--- config.mk ---
export PLATFORM = sky130hd
export DESIGN_NAME = cmp_pipe_unit
export DESIGN_NICKNAME = d
export VERILOG_FILES = /design/src/rtl/cmp_pkg.sv /design/src/rtl/cmp_core.sv /design/src/rtl/cmp_pipe_unit.sv
export SDC_FILE = /design/constraint.sdc
export NUM_CORES = 1
export LEC_CHECK = 0
export BUFFER_PORTS_ARGS = -buffer_cell sky130_fd_sc_hd__buf_2
export CELL_PAD_IN_SITES_DETAIL_PLACEMENT = 1
export CELL_PAD_IN_SITES_GLOBAL_PLACEMENT = 1
export CORE_UTILIZATION = 43
export CTS_CLUSTER_DIAMETER = 50
export DETAILED_ROUTE_END_ITERATION = 12
export GPL_TIMING_DRIVEN = 0
export PLACE_DENSITY = 0.95
export SLEW_MARGIN = 40
export SYNTH_ARGS = -nofsm -noshare
export SYNTH_HDL_FRONTEND = slang
export SYNTH_SLANG_ARGS = --single-unit
--- constraint.sdc ---
create_clock -name clk -period 5.4 [get_ports clk]
set_input_delay 0.27 -clock clk [delete_from_list [all_inputs] [get_ports clk]]
set_output_delay 0.27 -clock clk [all_outputs]
set_load 0.1 [all_outputs]
--- src/rtl/cmp_pkg.sv ---
// rtl/cmp_pkg.sv - opcode enum and helpers shared by the compare/select pipeline
package cmp_pkg;

  typedef enum logic [2:0] {
    CMP_SLT  = 3'd0,
    CMP_SLTU = 3'd1,
    CMP_EQ   = 3'd2,
    CMP_NE   = 3'd3,
    CMP_MIN  = 3'd4,
    CMP_MAX  = 3'd5,
    CMP_MINU = 3'd6,
    CMP_MAXU = 3'd7
  } cmp_op_e;

  // Boolean ops return the zero-extended predicate; the rest return an operand.
  function automatic logic is_bool_op(input cmp_op_e op);
    return (op inside {CMP_SLT, CMP_SLTU, CMP_EQ, CMP_NE});
  endfunction

endpackage

--- src/rtl/cmp_core.sv ---
// rtl/cmp_core.sv - combinational compare/select datapath between the two stages
module cmp_core
  import cmp_pkg::*;
#(
  parameter int WIDTH = 32
) (
  input  cmp_op_e            op_i,
  input  logic [WIDTH-1:0]   a_i,
  input  logic [WIDTH-1:0]   b_i,
  output logic               flag_o,
  output logic [WIDTH-1:0]   result_o
);

  logic lt_u;
  logic lt_s;
  logic eq;

  always_comb begin
    lt_u = (a_i < b_i);
    // Differing sign bits decide the signed order; otherwise magnitude does.
    lt_s = (a_i[WIDTH-1] ^ b_i[WIDTH-1]) ? a_i[WIDTH-1] : lt_u;
    eq   = (a_i == b_i);
  end

  always_comb begin
    flag_o = lt_s;
    unique case (op_i)
      CMP_SLT:             flag_o = lt_s;
      CMP_SLTU:            flag_o = lt_u;
      CMP_EQ:              flag_o = eq;
      CMP_NE:              flag_o = !eq;
      CMP_MIN, CMP_MAX:    flag_o = lt_s;
      CMP_MINU, CMP_MAXU:  flag_o = lt_u;
      default:             flag_o = lt_s;
    endcase
  end

  always_comb begin
    result_o = {{(WIDTH-1){1'b0}}, flag_o};
    if (!is_bool_op(op_i)) begin
      if (op_i == CMP_MIN || op_i == CMP_MINU) begin
        result_o = (flag_o || eq) ? a_i : b_i;
      end else begin
        result_o = flag_o ? b_i : a_i;
      end
    end
  end

endmodule

--- src/rtl/cmp_pipe_unit.sv ---
// rtl/cmp_pipe_unit.sv - two-stage compare/select unit with valid/ready backpressure
module cmp_pipe_unit
  import cmp_pkg::*;
#(
  parameter int WIDTH = 32,
  parameter int TAG_W = 4,
  parameter int CNT_W = 16
) (
  input  logic              clk,
  input  logic              rst_n,
  input  logic              in_valid,
  output logic              in_ready,
  input  logic [2:0]        in_op,
  input  logic [WIDTH-1:0]  in_a,
  input  logic [WIDTH-1:0]  in_b,
  input  logic [TAG_W-1:0]  in_tag,
  output logic              out_valid,
  input  logic              out_ready,
  output logic [WIDTH-1:0]  out_result,
  output logic              out_flag,
  output logic [TAG_W-1:0]  out_tag,
  output logic [CNT_W-1:0]  issued_cnt
);

  logic              s1_valid_q, s1_valid_d;
  cmp_op_e           s1_op_q,    s1_op_d;
  logic [WIDTH-1:0]  s1_a_q,     s1_a_d;
  logic [WIDTH-1:0]  s1_b_q,     s1_b_d;
  logic [TAG_W-1:0]  s1_tag_q,   s1_tag_d;

  logic              s2_valid_q,  s2_valid_d;
  logic [WIDTH-1:0]  s2_result_q, s2_result_d;
  logic              s2_flag_q,   s2_flag_d;
  logic [TAG_W-1:0]  s2_tag_q,    s2_tag_d;

  logic [CNT_W-1:0]  cnt_q, cnt_d;

  logic              advance;
  logic              core_flag;
  logic [WIDTH-1:0]  core_result;

  // One global enable: the whole pipe moves whenever the output slot frees up.
  assign advance  = !s2_valid_q || out_ready;
  assign in_ready = advance;

  cmp_core #(.WIDTH(WIDTH)) u_core (
    .op_i     (s1_op_q),
    .a_i      (s1_a_q),
    .b_i      (s1_b_q),
    .flag_o   (core_flag),
    .result_o (core_result)
  );

  always_comb begin
    s1_valid_d  = s1_valid_q;
    s1_op_d     = s1_op_q;
    s1_a_d      = s1_a_q;
    s1_b_d      = s1_b_q;
    s1_tag_d    = s1_tag_q;
    s2_valid_d  = s2_valid_q;
    s2_result_d = s2_result_q;
    s2_flag_d   = s2_flag_q;
    s2_tag_d    = s2_tag_q;
    cnt_d       = cnt_q;

    if (advance) begin
      // Valid bits depend only on in_valid so unknown operands never leak into them.
      s1_valid_d = in_valid;
      if (in_valid) begin
        s1_op_d  = cmp_op_e'(in_op);
        s1_a_d   = in_a;
        s1_b_d   = in_b;
        s1_tag_d = in_tag;
      end
      s2_valid_d = s1_valid_q;
      if (s1_valid_q) begin
        s2_result_d = core_result;
        s2_flag_d   = core_flag;
        s2_tag_d    = s1_tag_q;
      end
    end

    if (s2_valid_q && out_ready && (cnt_q != {CNT_W{1'b1}})) begin
      cnt_d = cnt_q + {{(CNT_W-1){1'b0}}, 1'b1};
    end
  end

  always_ff @(posedge clk) begin
    if (!rst_n) begin
      s1_valid_q  <= 1'b0;
      s1_op_q     <= CMP_SLT;
      s1_a_q      <= '0;
      s1_b_q      <= '0;
      s1_tag_q    <= '0;
      s2_valid_q  <= 1'b0;
      s2_result_q <= '0;
      s2_flag_q   <= 1'b0;
      s2_tag_q    <= '0;
      cnt_q       <= '0;
    end else begin
      s1_valid_q  <= s1_valid_d;
      s1_op_q     <= s1_op_d;
      s1_a_q      <= s1_a_d;
      s1_b_q      <= s1_b_d;
      s1_tag_q    <= s1_tag_d;
      s2_valid_q  <= s2_valid_d;
      s2_result_q <= s2_result_d;
      s2_flag_q   <= s2_flag_d;
      s2_tag_q    <= s2_tag_d;
      cnt_q       <= cnt_d;
    end
  end

  assign out_valid  = s2_valid_q;
  assign out_result = s2_result_q;
  assign out_flag   = s2_flag_q;
  assign out_tag    = s2_tag_q;
  assign issued_cnt = cnt_q;

endmodule

; ---- After elaboration in Yosys (flattened, before gate mapping)
; Cells that the tools add are included.
[op_classes]
n_lt_le_gt_ge = 1
mux = 6
add_sub_neg = 1
n_eq_ne = 9
reduce_logical = 13
n_bitwise = 1
[op_table]
columns = cell, n
row1 = two-way mux 32 bit, 4
row2 = == test 32 bit, 1
row3 = < comparator 32 bit, 1
row4 = adder 16 x 1 -> 16 bit (second input constant), 1
row5 = inequality test 16 bit (second input constant), 1
row6 = == test 3 bit (second input constant), 4
row7 = == test 3 x 2 -> 1 bit (second input constant), 2
row8 = OR reduction 3 bit, 2
row9 = one-hot mux 1 bit (4 select lines), 1
row10 = AND reduction 2 bit, 2
row11 = nonzero test 4 bit, 1
row12 = == test 3 x 1 -> 1 bit (second input constant), 1
row13 = zero test 3 bit, 1
row14 = logical OR 1 bit, 3
row15 = logical AND 1 bit, 2
row16 = zero test 1 bit, 2
row17 = two-way mux 1 bit, 1
row18 = bitwise XOR 1 bit, 1
[totals]
word_cells = 41
output_inout_bits = 55
in_bits = 75
regBits = 126

; ---- Logic depth before layout (Yosys ltp)
[depth]
word_depth = 7
ltp_mapped = 11
ltp_nobuf = 10

; ---- By module
; Synthesis repeated with hierarchy kept, for this count alone.
[unflattened]
hier_cells = 839
hier_area_um2 = 6402.4
[by_module_without_submodules]
columns = mod, seq_area_each_um2, cells_per_inst, area_each_um2, n_inst
row1 = cmp_pipe_unit, 2522.4, 590, 4668.2, 1
row2 = cmp_core, 0.0, 249, 1734.2, 1

; ---- Least setup slack after synthesis
; Ideal clock, no wire load.
[synth_timing]
path_kind = reg-to-reg
from = reg s2_valid_q, in the netlist out_valid
to = reg s2_result_q[0], in the netlist out_result[0]
period_less_slack_ns = 2.825
stages_incl_launch_ff = 8
arrival_time_ns = 2.694
slack_ns = 2.575
path_cell_list = dfxtp_1 nor2b_1 inv_1 and2_1 clkbuf_1 nand3_1 clkbuf_1 o21ai_0
[synth_between]
elab_chain_len = 3
[synth_lines]
columns = item, line
row1 = start: declaration, cmp_pipe_unit.sv:31  ; logic s2_valid_q, s2_valid_d;
row2 = start signal: assignment, cmp_pipe_unit.sv:106  ; s2_valid_q <= s2_valid_d;
row3 = zero test 1 bit, cmp_pipe_unit.sv:43  ; assign advance = !s2_valid_q || out_ready;
row4 = logical OR 1 bit, cmp_pipe_unit.sv:43
row5 = named net in_ready, cmp_pipe_unit.sv:12  ; output logic in_ready,
row6 = AND reduction 2 bit (no line), --
row7 = end signal: assignment, cmp_pipe_unit.sv:107  ; s2_result_q <= s2_result_d;
row8 = end: declaration, cmp_pipe_unit.sv:32  ; logic [WIDTH-1:0] s2_result_q, s2_result_d;
; The timed path passes the listed nets, and every way through them passes these cells.
; A chain may end at the register's enable or synchronous reset.

; ---- Final worst setup path
[layout_timing]
from = reg s1_b_q[31]
to = reg s2_result_q[26], in the netlist out_result[26]
[layout_between]
elab_chain_len = 7
elab_cells_between_ends = 11
cone_classes = order compare (1) / eq/ne (1) / mux (6) / bitwise (1) / reduce/logical (2)
[layout_lines]
columns = item, line
row1 = start: declaration, cmp_pipe_unit.sv:28  ; logic [WIDTH-1:0] s1_b_q, s1_b_d;
row2 = start signal: assignment, cmp_pipe_unit.sv:93  ; s1_b_q <= '0;
row3 = start signal: assignment, cmp_pipe_unit.sv:104  ; s1_b_q <= s1_b_d;
row4 = < comparator 32 bit (tied with other cells), cmp_core.sv:19  ; lt_u = (a_i < b_i);
row5 = two-way mux 1 bit or zero test 1 bit (tied branches), "cmp_core.sv:21, cmp_core.sv:31"
row6 = one-hot mux 1 bit (4 select lines), cmp_core.sv:27  ; unique case (op_i)
row7 = logical OR 1 bit, cmp_core.sv:42  ; result_o = (flag_o || eq) ? a_i : b_i;
row8 = two-way mux 32 bit, cmp_core.sv:42
row9 = two-way mux 32 bit (*), cmp_core.sv:41  ; if (op_i == CMP_MIN || op_i == CMP_MINU) begin
row10 = two-way mux 32 bit (*), cmp_core.sv:40  ; if (!is_bool_op(op_i)) begin
; Mark *: on every way between the ends. The rest lies on a longest branch, timed or not.

==> flow_metrics.py <==
metrics = {
    "run_status": {
        "status": "finished clean",
    },
    "clocking": {
        "postCtsSetupBuffers": 0,
        "cts_tree": "yes",
        "clk_pin_slew_ns": 0.06,
        "clock-sinks": 126,
        "h-tree-depth": 4,
        "cts_made_buffers": 17,
        "insertion_delay_ns": 0.42,
        "hold_buffers": 0,
        "cts-root-buf": "clkbuf_16",
        "clockBufferDepth": 2,
        "cts-resized-gates": 0,
    },
    "timing": {
        "hold_slack_ns": 0.0925,
        "max_slew_margin_pct": 53.6,
        "setup_viol": 0,
        "finalMaxSlewViolations": 0,
        "tightest_slew_ns": 0.693,
        "worst_slack_ns": 2.15,
        "hold_violations": 0,
        "finalClockSkew_ns": 0.00737,
        "finalSetupTns_ns": 0,
        "rsz0062_at_grt": "no",
        "max_freq_mhz": 308,
        "finalCritPeriodShare_pct": 60.1,
        "min_period_ns": 3.25,
    },
    "routing": {
        "drc_errors": 0,
        "routed_wirelength_mm": 18.1,
        "vias": 5476,
        "avgViaCountPerCell": 5.29,
        "drt-pass1-iter-count": 4,
        "drt_iter0_markers": 221,
        "ant_nets": 0,
        "wl_per_cell_um": 17.4,
    },
    "final_layout": {
        "nNetsFinal": 953,
        "fill_cells": 1643,
        "final_cell_mix": "nand2_1, buf_2, dfxtp_1",
        "post-route-util_pct": 54.9,
        "finalInstanceArea_um2": 7300,
        "drive_gt1_share_pct": 19.9,
        "multi_input_area_um2": 3070,
        "regArea_um2": 2520,
        "stdcell_count": 1036,
        "layout_commonest_cell": "nand2_1",
        "area_growth_pct": 23.9,
    },
    "setup_path": {
        "r2r_start": "s1_b_q[31]",
        "worstSetupPathType": "flop to flop",
        "rrSetupSlack_ns": 2.15,
        "path_buf_inv": 2,
        "crit_chain": "inv_1, ha_1, nor2_2, or3_1, a221o_1, o41ai_4, a21oi_2, o221ai_4, buf_8, mux2i_1, o21ai_1",
        "crit_family": "compound AO/OA/AOI/OAI gates",
        "cp.required_ns": 5.69,
        "r2r_cells": 11,
        "crit_fanout": 10,
        "reg2reg_to": "out_result[26]",
        "arrival_ns": 3.54,
        "crit_slowest_cell": "o41ai_4",
        "cpPeakStageDelay_ns": 0.46,
        "end_kind": "flop",
        "cp-start-kind": "flop",
    },
    "placed_design": {
        "dp_slack_ns": 2.14,
        "placed_area_um2": 6760,
        "place_inst": 1002,
        "globalplace.congestion": 0.802,
        "io_buffers": 129,
        "hpwl_mm": 13.3,
    },
    "logic_synthesis": {
        "avgSynthCellArea_um2": 8.46,
        "ys_ff_latch": 126,
        "syn_nets": 805,
        "synth_top_area_cell": "dfxtp_1",
        "syn_inst": 697,
        "synthArstFlopShare_pct": 0,
        "synth_top_cell_area_share_pct": 42.8,
        "ys_seq_area_share_pct": 42.8,
        "yosys_warnings": 0,
        "syn-cell-area_um2": 5890,
        "yosys-top-cells-area": "dfxtp_1, nand2_1, a21boi_0, ha_1, mux2i_1",
        "synth_ff_type": "dfxtp_1",
        "synth.distinct_cells": 41,
        "synth-edff-count": 0,
    },
    "worst_hold_path": {
        "min_delay_worst_endpoint": "s1_a_q[7]",
        "holdPathStages": 3,
        "hp-start": "in_a[7]",
        "hp-class": "input port to flop",
    },
    "power": {
        "finalPower_mw": 2.43,
        "p_per_area_nw_per_um2": 333,
        "vdd_drop_max_mv": 0.177,
        "p_leak_nw": 3.15,
    },
    "grt": {
        "antenna_found_initial": 3,
        "grt_pass1_wl_mm": 29.4,
        "grt_pass1_vias": 5894,
        "grt_usage_pct": 27.0,
        "overflow": 0,
        "grt_max_degree": 17,
    },
    "flow_run": {
        "maxCapViolations": 0,
    },
    "floorplan": {
        "die_y_um": 119,
        "dieArea_um2": 14200,
        "start_util_pct": 44.3,
        "die_w_um": 119,
        "ios": 130,
        "row_count": 42,
        "coreArea_um2": 13300,
    },
}
[cells by family (layout without fill, tap and decap cells)]
| logic type | Yosys count | after routing | share of synthesized area, % |
|---|---|---|---|
| simple gates | 267 | 267 | 19.5 |
| compound gates | 159 | 159 | 18.9 |
| flops | 126 | 126 | 42.8 |
| buf+inv | 72 | 233 | 5.22 |
| fa+ha+maj | 33 | 33 | 7.00 |
| mux | 31 | 31 | 5.26 |
| xor+xnor | 9 | 9 | 1.34 |
| other cells | 0 | 2 | 0 |
[registers in the layout, summed over array words and instances, names as in the netlist]
| register | count |
|---|---|
| issued_cnt | 16 |
| out_flag | 1 |
| out_result | 32 |
| out_tag | 4 |
| out_valid | 1 |
| s1_a_q | 32 |
| s1_b_q | 32 |
| s1_op_q | 3 |
| s1_tag_q | 4 |
| s1_valid_q | 1 |
[worst max-delay path by stage]
stage / startpoint / end / slack, ns / cells after the start
CTS: s1_b_q[31] / out_result[23] / 2.13 / 10
finish: s1_b_q[31] / out_result[26] / 2.15 / 11
global route: s1_b_q[31] / out_result[23] / 2.02 / 11
detailed placement: s1_b_q[31] / out_result[23] / 2.14 / 10
global placement: s1_b_q[31] / out_result[23] / 2.27 / 11
floorplan: out_valid / out_result[0] / 2.57 / 7
[layout make-up]
cell class | instances | area share [%]
clock inverter | 12 | 0.959
inverter | 34 | 1.75
sequential | 126 | 34.5
timing repair buffer | 129 | 8.84
clock buffer | 20 | 6.39
antenna | 2 | 0.0685
buffer | 38 | 2.47
tap | 176 | 3.02
multi-input combinational | 499 | 42.0
[cells in the mapped netlist (2+ instances only)]
| library cell | n |
|---|---|
| a21o_1 | 5 |
| o21ai_0 | 11 |
| o211ai_1 | 2 |
| clkbuf_1 | 34 |
| xnor2_1 | 7 |
| nand4_1 | 13 |
| and2_1 | 13 |
| nor4_1 | 3 |
| nor2b_1 | 2 |
| dfxtp_1 | 126 |
| and3_1 | 4 |
| xor2_1 | 2 |
| inv_1 | 34 |
| nand2b_1 | 3 |
| mux2i_1 | 31 |
| nor2_1 | 5 |
| or3_1 | 8 |
| a21oi_1 | 13 |
| ha_1 | 33 |
| buf_8 | 3 |
| a21boi_0 | 85 |
| nand2_1 | 198 |
| nand3_1 | 14 |
| o21ai_1 | 31 |
[layer usage]
metal,global-route usage (%),share of wire (%),up-vias
li1,-,-,2654
met1,29.5,41,2614
met2,48.0,50,157
met3,6.66,5.6,49
met4,13.8,3.2,2
met5,0,0.072,-
[where the power goes]
group / internal (mW) / leakage (nW) / switching, mW / total, mW
Clock: 0.614 / 0.263 / 0.428 / 1.04
Sequential: 0.967 / 1.03 / 0.0310 / 0.998
Combinational: 0.156 / 1.86 / 0.239 / 0.395
Total: 1.74 / 3.15 / 0.698 / 2.43
[worst register-to-register path, stage by stage, from the launching register on]
cell and delay, ns:
dfxtp_1 0.37, inv_1 0.06, ha_1 0.38, nor2_2 0.05, or3_1 0.30, a221o_1 0.39, o41ai_4 0.46, a21oi_2 0.18
o221ai_4 0.35, buf_8 0.22, mux2i_1 0.28, o21ai_1 0.09
Note: power is estimated with default switching activity, not from simulation.
